[config.mk]
export PLATFORM = sky130hd
export DESIGN_NAME = gol_gen_scheduler
export DESIGN_NICKNAME = d
export VERILOG_FILES = /design/src/rtl/gol_pkg.sv /design/src/rtl/gol_tick_divider.sv /design/src/rtl/gol_gen_scheduler.sv
export SDC_FILE = /design/constraint.sdc
export NUM_CORES = 1
export LEC_CHECK = 0
export ABC_CLOCK_PERIOD_IN_PS = 2200
export CAP_MARGIN = 25
export CORE_MARGIN = 3
export CORE_UTILIZATION = 46
export CTS_BUF_LIST = sky130_fd_sc_hd__clkbuf_8 sky130_fd_sc_hd__clkbuf_16
export DETAILED_ROUTE_END_ITERATION = 10
export DONT_BUFFER_PORTS = 1
export HOLD_SLACK_MARGIN = 0.08
export PLACE_DENSITY = 0.67
export SLEW_MARGIN = 20
export SYNTH_ARGS = -nofsm -noshare
export SYNTH_HDL_FRONTEND = slang
export SYNTH_SLANG_ARGS = --single-unit
[constraint.sdc]
create_clock -name clk -period 2.2 [get_ports clk]
set_input_delay 0.44 -clock clk [delete_from_list [all_inputs] [get_ports clk]]
set_output_delay 0.44 -clock clk [all_outputs]
set_load 0.1 [all_outputs]
[src/rtl/gol_pkg.sv]
// rtl/gol_pkg.sv - shared state encoding and default sizing for the generation scheduler
package gol_pkg;

  localparam int unsigned TICK_DIV_DEFAULT = 25000000;
  localparam int unsigned GEN_W_DEFAULT    = 32;

  typedef enum logic [4:0] {
    ST_PAUSE     = 5'b00001,
    ST_EDIT      = 5'b00010,
    ST_WAIT_TICK = 5'b00100,
    ST_COMPUTE   = 5'b01000,
    ST_COMMIT    = 5'b10000
  } state_e;

endpackage

[src/rtl/gol_tick_divider.sv]
// rtl/gol_tick_divider.sv - generation-rate counter; tc_o marks the last of TICK_DIV waiting cycles
module gol_tick_divider
  import gol_pkg::*;
#(
  parameter int unsigned TICK_DIV = TICK_DIV_DEFAULT
) (
  input  logic clk,
  input  logic reset_n,
  input  logic reload_i,
  output logic tc_o
);

  localparam int unsigned CNT_W = $clog2(TICK_DIV);
  localparam logic [CNT_W-1:0] LAST = CNT_W'(TICK_DIV - 1);

  logic [CNT_W-1:0] cnt_q;
  logic [CNT_W-1:0] cnt_d;

  // Held at zero while reload is high, so the first counting cycle always reads 0.
  always_comb begin
    cnt_d = cnt_q;
    if (reload_i) begin
      cnt_d = '0;
    end else if (cnt_q != LAST) begin
      cnt_d = cnt_q + 1'b1;
    end
  end

  always_ff @(posedge clk or negedge reset_n) begin
    if (!reset_n) begin
      cnt_q <= '0;
    end else begin
      cnt_q <= cnt_d;
    end
  end

  assign tc_o = !reload_i && (cnt_q == LAST);

endmodule

[src/rtl/gol_gen_scheduler.sv]
// rtl/gol_gen_scheduler.sv - run/pause/step/edit sequencing of Game-of-Life generations
// Optional GOL_STABLE_HALT_EN: a commit of an unchanged board stops run mode without counting.
module gol_gen_scheduler
  import gol_pkg::*;
#(
  parameter int unsigned TICK_DIV = TICK_DIV_DEFAULT,
  parameter int unsigned GEN_W    = GEN_W_DEFAULT
) (
  input  logic             clk,
  input  logic             reset_n,
  input  logic             run_toggle,
  input  logic             step,
  input  logic             edit_req,
  input  logic             alg_done,
  input  logic             board_changed,
  output logic             edit_grant,
  output logic             alg_start,
  output logic             commit,
  output logic             running,
  output logic             busy,
  output logic [GEN_W-1:0] generation_cnt
);

  state_e           state_q, state_d;
  logic             running_q, running_d;
  logic             busy_q, busy_d;
  logic             alg_start_q, alg_start_d;
  logic             commit_q, commit_d;
  logic             edit_grant_q, edit_grant_d;
  logic [GEN_W-1:0] gen_q, gen_d;
  logic             pend_edit_q, pend_edit_d;
  logic             pend_tog_q, pend_tog_d;
  logic             halt;
  logic             tick_tc;

`ifdef GOL_STABLE_HALT_EN
  logic changed_q, changed_d;
`else
  logic unused_board_changed;
  assign unused_board_changed = board_changed;
`endif

  gol_tick_divider #(
    .TICK_DIV (TICK_DIV)
  ) u_tick (
    .clk      (clk),
    .reset_n  (reset_n),
    .reload_i (state_q != ST_WAIT_TICK),
    .tc_o     (tick_tc)
  );

  always_comb begin
    state_d      = state_q;
    running_d    = running_q;
    busy_d       = 1'b0;
    alg_start_d  = 1'b0;
    commit_d     = 1'b0;
    edit_grant_d = 1'b0;
    gen_d        = gen_q;
    pend_edit_d  = pend_edit_q;
    pend_tog_d   = pend_tog_q;
    halt         = 1'b0;
`ifdef GOL_STABLE_HALT_EN
    changed_d    = changed_q;
    halt         = !changed_q;
`endif

    case (state_q)
      ST_PAUSE: begin
        if (edit_req) begin
          state_d      = ST_EDIT;
          edit_grant_d = 1'b1;
          gen_d        = '0;
        end else if (run_toggle) begin
          state_d   = ST_WAIT_TICK;
          running_d = 1'b1;
        end else if (step) begin
          state_d     = ST_COMPUTE;
          alg_start_d = 1'b1;
          busy_d      = 1'b1;
        end
      end

      ST_EDIT: begin
        if (!edit_req) begin
          state_d = ST_PAUSE;
        end else begin
          edit_grant_d = 1'b1;
        end
      end

      ST_WAIT_TICK: begin
        if (edit_req) begin
          state_d      = ST_EDIT;
          edit_grant_d = 1'b1;
          gen_d        = '0;
          running_d    = 1'b0;
        end else if (run_toggle) begin
          state_d   = ST_PAUSE;
          running_d = 1'b0;
        end else if (tick_tc) begin
          state_d     = ST_COMPUTE;
          alg_start_d = 1'b1;
          busy_d      = 1'b1;
        end
      end

      ST_COMPUTE: begin
        busy_d      = 1'b1;
        pend_edit_d = pend_edit_q | edit_req;
        pend_tog_d  = pend_tog_q | run_toggle;
        if (alg_done) begin
          state_d  = ST_COMMIT;
          commit_d = 1'b1;
`ifdef GOL_STABLE_HALT_EN
          changed_d = board_changed;
`endif
        end
      end

      ST_COMMIT: begin
        // Requests collected during the evaluation override the normal successor.
        pend_edit_d = 1'b0;
        pend_tog_d  = 1'b0;
        if (pend_edit_q || edit_req) begin
          state_d      = ST_EDIT;
          edit_grant_d = 1'b1;
          gen_d        = '0;
          running_d    = 1'b0;
        end else if (halt) begin
          state_d   = ST_PAUSE;
          running_d = 1'b0;
        end else begin
          gen_d = gen_q + 1'b1;
          if (pend_tog_q || run_toggle) begin
            running_d = !running_q;
            state_d   = running_q ? ST_PAUSE : ST_WAIT_TICK;
          end else begin
            state_d = running_q ? ST_WAIT_TICK : ST_PAUSE;
          end
        end
      end

      default: begin
        state_d   = ST_PAUSE;
        running_d = 1'b0;
      end
    endcase
  end

  always_ff @(posedge clk or negedge reset_n) begin
    if (!reset_n) begin
      state_q      <= ST_PAUSE;
      running_q    <= 1'b0;
      busy_q       <= 1'b0;
      alg_start_q  <= 1'b0;
      commit_q     <= 1'b0;
      edit_grant_q <= 1'b0;
      gen_q        <= '0;
      pend_edit_q  <= 1'b0;
      pend_tog_q   <= 1'b0;
`ifdef GOL_STABLE_HALT_EN
      changed_q    <= 1'b1;
`endif
    end else begin
      state_q      <= state_d;
      running_q    <= running_d;
      busy_q       <= busy_d;
      alg_start_q  <= alg_start_d;
      commit_q     <= commit_d;
      edit_grant_q <= edit_grant_d;
      gen_q        <= gen_d;
      pend_edit_q  <= pend_edit_d;
      pend_tog_q   <= pend_tog_d;
`ifdef GOL_STABLE_HALT_EN
      changed_q    <= changed_d;
`endif
    end
  end

  assign edit_grant     = edit_grant_q;
  assign alg_start      = alg_start_q;
  assign commit         = commit_q;
  assign running        = running_q;
  assign busy           = busy_q;
  assign generation_cnt = gen_q;

endmodule

# ---- Word-level counts from Yosys, hierarchy flattened
# Cells that the tools add are included.
dict set report word_totals {
  regBits 69
  input_bits 7
  out_inout_bits 37
  wordCells 86
}
dict set report op_classes {
  add_sub_neg 2
  n_eq_ne 17
  mux 40
  bitwise 3
  n_reduce_logical 14
}
# cell count
set ops {}
lappend ops {{32-bit two-way mux} 2}
lappend ops {{32-bit case mux with 2 select lines} 1}
lappend ops {{25-bit two-way mux} 2}
lappend ops {{5-bit two-way mux} 8}
lappend ops {{32-bit by 1-bit adder with 32-bit output, second input constant} 1}
lappend ops {{25-bit by 1-bit adder with 25-bit output, second input constant} 1}
lappend ops {{25-bit == test, second input constant} 1}
lappend ops {{25-bit inequality test, second input constant} 1}
lappend ops {{5-bit case mux with 5 select lines} 1}
lappend ops {{1-bit two-way mux} 16}
lappend ops {{3-bit two-way mux} 4}
lappend ops {{2-bit inequality test, second input constant} 4}
lappend ops {{4-bit inequality test, second input constant} 2}
lappend ops {{1-bit case mux with 2 select lines} 4}
lappend ops {{3-bit inequality test, second input constant} 2}
lappend ops {{2-bit nonzero test} 3}
lappend ops {{5-bit by 1-bit == test with 1-bit output, second input constant} 1}
lappend ops {{5-bit by 2-bit == test with 1-bit output, second input constant} 1}
lappend ops {{5-bit by 3-bit == test with 1-bit output, second input constant} 1}
lappend ops {{5-bit by 4-bit == test with 1-bit output, second input constant} 1}
lappend ops {{5-bit == test, second input constant} 1}
lappend ops {{5-bit by 3-bit inequality test with 1-bit output, second input constant} 1}
lappend ops {{5-bit AND reduction} 1}
lappend ops {{1-bit case mux with 4 select lines} 1}
lappend ops {{other kinds (11)} 15}

# ---- Longest topological paths before layout
dict set report logic_depth {
  ltp_word 7
  mapped_depth 8
  depth_no_buf 6
}

# ---- By module
# From an unflattened synthesis, not the netlist that was laid out.
dict set report hier_totals {
  cells_unflattened 402
  area_unflattened_um2 3727.3
}
# mod n_inst cells_each area_each_um2 seq_area_each_um2
set by_module_without_submodules {}
lappend by_module_without_submodules {gol_gen_scheduler 1 259 2381.0 1102.3}
lappend by_module_without_submodules {gol_tick_divider 1 143 1346.3 625.6}

# ---- Worst setup path after synthesis
# OpenSTA, ideal clock, no wires.
dict set report synth_path {
  kind {register to register}
  start {register gen_q[4], in the netlist generation_cnt[4]}
  end {register gen_q[25], in the netlist generation_cnt[25]}
  setup_time_ns 0.128
  arrival_time_ns 2.479
  t_required_ns 2.072
  setup_slack_ns -0.407
  path_stages_with_launch 7
  path_buffers 1
  period_less_slack_ns 2.607
  cell_sequence {dfrtp_1 > clkbuf_2 > nand4_1 > nor4_1 > nand4_1 > a21oi_1 > o22ai_1}
}
dict set report synth_between {
  elab_chain_cells 3
}
# element line_no
set synth_lines {}
lappend synth_lines {{start: declaration} gol_gen_scheduler.sv:30} ;# logic [GEN_W-1:0] gen_q, gen_d;
lappend synth_lines {{start signal: assignment} gol_gen_scheduler.sv:172} ;# gen_q <= gen_d;
lappend synth_lines {{32-bit by 1-bit adder with 32-bit output} gol_gen_scheduler.sv:134} ;# gen_d = gen_q + 1'b1;
lappend synth_lines {{32-bit two-way mux} gol_gen_scheduler.sv:125} ;# if (pend_edit_q || edit_req) begin
lappend synth_lines {{32-bit case mux with 2 select lines} gol_gen_scheduler.sv:68} ;# case (state_q)
# No other way between the ends.
# A chain may end at the register's enable or synchronous reset.

# ---- Final worst setup path
dict set report layout_path {
  start {register state_q[0]}
  end {register gen_q[7], in the netlist generation_cnt[7]}
}
dict set report layout_between {
  elab_chain_cells 4
  word_cells_on_any_way 8
  cone_classes {4 x eq/ne; 1 x mux; 3 x reduce/logical}
}
# element line_no
set layout_lines {}
lappend layout_lines {{start: declaration} gol_gen_scheduler.sv:24} ;# state_e state_q, state_d;
lappend layout_lines {{start signal: assignment} gol_gen_scheduler.sv:166} ;# state_q <= state_d;
lappend layout_lines {{5-bit by 3-bit == test with 1-bit output or 5-bit by 1-bit == test with 1-bit output (tied branches)} gol_gen_scheduler.sv:68}
lappend layout_lines {{2-bit OR reduction (no line)} --}
lappend layout_lines {{2-bit by 1-bit inequality test with 1-bit output (no line) or 2-bit nonzero test (tied branches)} --}
lappend layout_lines {{2-bit AND reduction (no line)} --}
# Parallel ways exist; a longest one is shown, timed or not.

==> metrics.cfg <==
[run_status]
status=finished clean

[yosys]
synth_area_leaders=dfrtp_1 46%, o21ai_0 6.0%, xor2_1 4.8%
yosys.area.top_type=dfrtp_1
syn_area_um2=3660
synth.avg_cell_area_um2=9.00
synth-seq-cells=69
synth_flop_cell=dfrtp_1
yosysUniqueCellTypes=47
netlist_instances=407
synth_edf_count=0
synth_fp_nets=416
async_flop_share_pct=100
ys_warn_count=0
yosysSeqAreaShare_pct=47.2
synth_top_cell_area_share_pct=46.4

[place]
port_buffers=0
pre_cts_slack_ns=-0.0625
placed_area_um2=4160
dp_hpwl_mm=6.09
place.gp.congestion=0.847
dp_cells=543

[critical_path]
r2r_start=state_q[0]
path_max_fanout=10
cp_data_required_time_ns=2.41
rrSetupSlack_ns=0.20
endpoint_kind=flop
cp-startpoint=state_q[0]
cp-start-kind=flop
crit_arrival_ns=2.21
crit_type=reg2reg

[sta]
setup_viol=0
rsz0062_at_grt=false
worst_pin_slew_ns=0.648
period_minus_slack_ns=2.00
finalWorstSetupSlack_ns=0.205
relSlewSlack_pct=56.7
fmax_ghz=0.501
fin_tns_setup_ns=0
finalCritPeriodShare_pct=90.7
slew_violations=0
clock-skew-final_ns=0.0222
hold_viol=0

[clock_network]
cts_buffers=9
htreeDepth=3
post_cts_buffers=0
clk_pin_slew_worst_paths_ns=0.08
clock-sinks=69
cts_tree=done
clkLatencyLatePin_ns=0.34
root_buffer=clkbuf_8
clk_path_buf_depth=2

[floorplanning]
initial_utilization_pct=48.9
die_width_um=95.2
ioPinCount=44
fp.dieArea_um2=9070
die_y_um=95.2
coreArea_um2=7490
rows=31

[power_and_ir_drop]
leakage_nw=1.90
p_sw_mw=1.09
seqPwrFrac_pct=43.2
power_density_nw_per_um2=742
swShare_pct=33.3
internal_power_mw=2.18
clkPwrFrac_pct=31.7
vdd_ir_drop_max_uv=389
comb_power_share_pct=25.1

[finish]
drive_gt1_share_pct=21.0
syn_to_final_growth_pct=20.5
fin_util_pct=59.0
fin_cells=561
antennaDiodeCount=0
final_area_um2=4410
final_net_count=466

[grt]
globalRouteOverflowTotal=0
busiest_layer=met2
grt_max_degree=70
use_met3_pct=6.39
grt_pass1_wl_mm=14.4
use_met2_pct=33.6
antenna_found_initial=0
first_global_vias=3080
grt.total_usage_pct=20.0
gr-usage-met1_pct=24.8

[flow_run]
cap_violations=0

[detailed_routing]
final_antenna_net_count=0
dr.pass1.iters=5
via_per_inst=5.82
wire_per_inst_um=15.5
drt_iter0_drc=258
finalWirelength_mm=8.71
vias=3264
drcViolationCount=0

[hold_path]
hold_start=step
hold_class=in2reg

## worst paths after layout
kind | cells after the start | to
setup / recovery | 4 | generation_cnt[7]
hold / removal | 1 | state_q[0]
setup reg to reg | 4 | generation_cnt[7]
hold reg to reg | 2 | pend_edit_q
max in group asynchronous | 2 | state_q[0]
min in group asynchronous | 2 | generation_cnt[21]
## cells in the mapped netlist (8+ instances only)
library cell / count
dfrtp_1: 68
o31ai_1: 9
o21ai_0: 44
and3_1: 15
and2_1: 8
clkbuf_1: 12
nand2_1: 32
xor2_1: 20
nor2_1: 41
nand4_1: 19
a21oi_1: 23
nand3_1: 24
## state kept, by name, summed over array words and instances, names as in the netlist
signal,cells
alg_start,1
busy,1
commit,1
edit_grant,1
generation_cnt,32
pend_edit_q,1
pend_tog_q,1
running,1
state_q,5
u_tick.cnt_q,25
## placed cells by master, fill, tap and decap left out, types with 4 or more instances in the layout
master	netlist	layout
and4_1	5	5
nor2_1	41	41
xor2_1	20	20
a21oi_1	23	22
and3_1	15	15
o21ai_0	44	44
clkbuf_8	0	11
o31ai_1	9	9
and2_1	8	8
or3_1	5	5
dfrtp_1	68	51
dfrtp_2	0	14
a41oi_1	5	5
nand2_1	32	32
o22ai_1	4	4
inv_1	7	8
nand3_1	24	24
nand4_1	19	19
nor2b_1	4	4
a31oi_1	5	5
nor3_1	5	5
buf_4	0	55
or4_1	5	5
## per-stage QoR
step                hold WS (ns)  total power, mW
finish                     0.173             3.27
global route               0.144             3.43
CTS                        0.147             3.31
detailed placement         0.147             2.21
global placement           0.147             2.19
floorplan                  0.144             2.04
## final cells by class
class	count	area, um^2
Fill cell	653	3070
Multi-Input combinational cell	313	1850
Sequential cell	69	1760
Timing Repair Buffer	57	450
Clock buffer	11	151
Tap cell	99	124
Clock inverter	5	51.3
Inverter	7	26.3
## per-layer routing
layer / vias up / wire length (um)
met5: - / 0
met4: 0 / 62
met3: 6 / 493
met2: 75 / 4360
met1: 1590 / 3800
li1: 1593 / -
## cell families (layout without fill, tap and decap cells)
kind of cell | Yosys count | in the layout | synth area share (%)
simple gates | 180 | 180 | 25.9
compound gates | 107 | 107 | 17.5
flops | 69 | 69 | 47.2
buf+inv | 25 | 80 | 2.90
xor+xnor | 22 | 22 | 5.26
fa+ha+maj | 2 | 2 | 0.683
mux | 2 | 2 | 0.546
## critical path, cell delays in order, from the launching register on
cell and delay [ns]:
dfstp_2 0.42, or3_4 0.39, or3_1 0.45, buf_4 0.19
o41ai_1 0.41
## timing repair
item / CTS / global route
endpoints found under the setup margin: 2 / 1
hold endpoints to repair: 69 / 0
gates resized for setup: 1 / 1
hold buffers: 2 / 0
## power by group through the flow
stage | combinational, mW | clock [mW] | sequential [mW]
after global routing | 0.885 | 1.13 | 1.42
after detailed placement | 0.774 | 0 | 1.44
after CTS | 0.821 | 1.08 | 1.41
after global placement | 0.754 | 0 | 1.43
final | 0.821 | 1.04 | 1.41
after floorplan | 0.456 | 0 | 1.59
No activity file was read; power rests on OpenSTA's default activity.
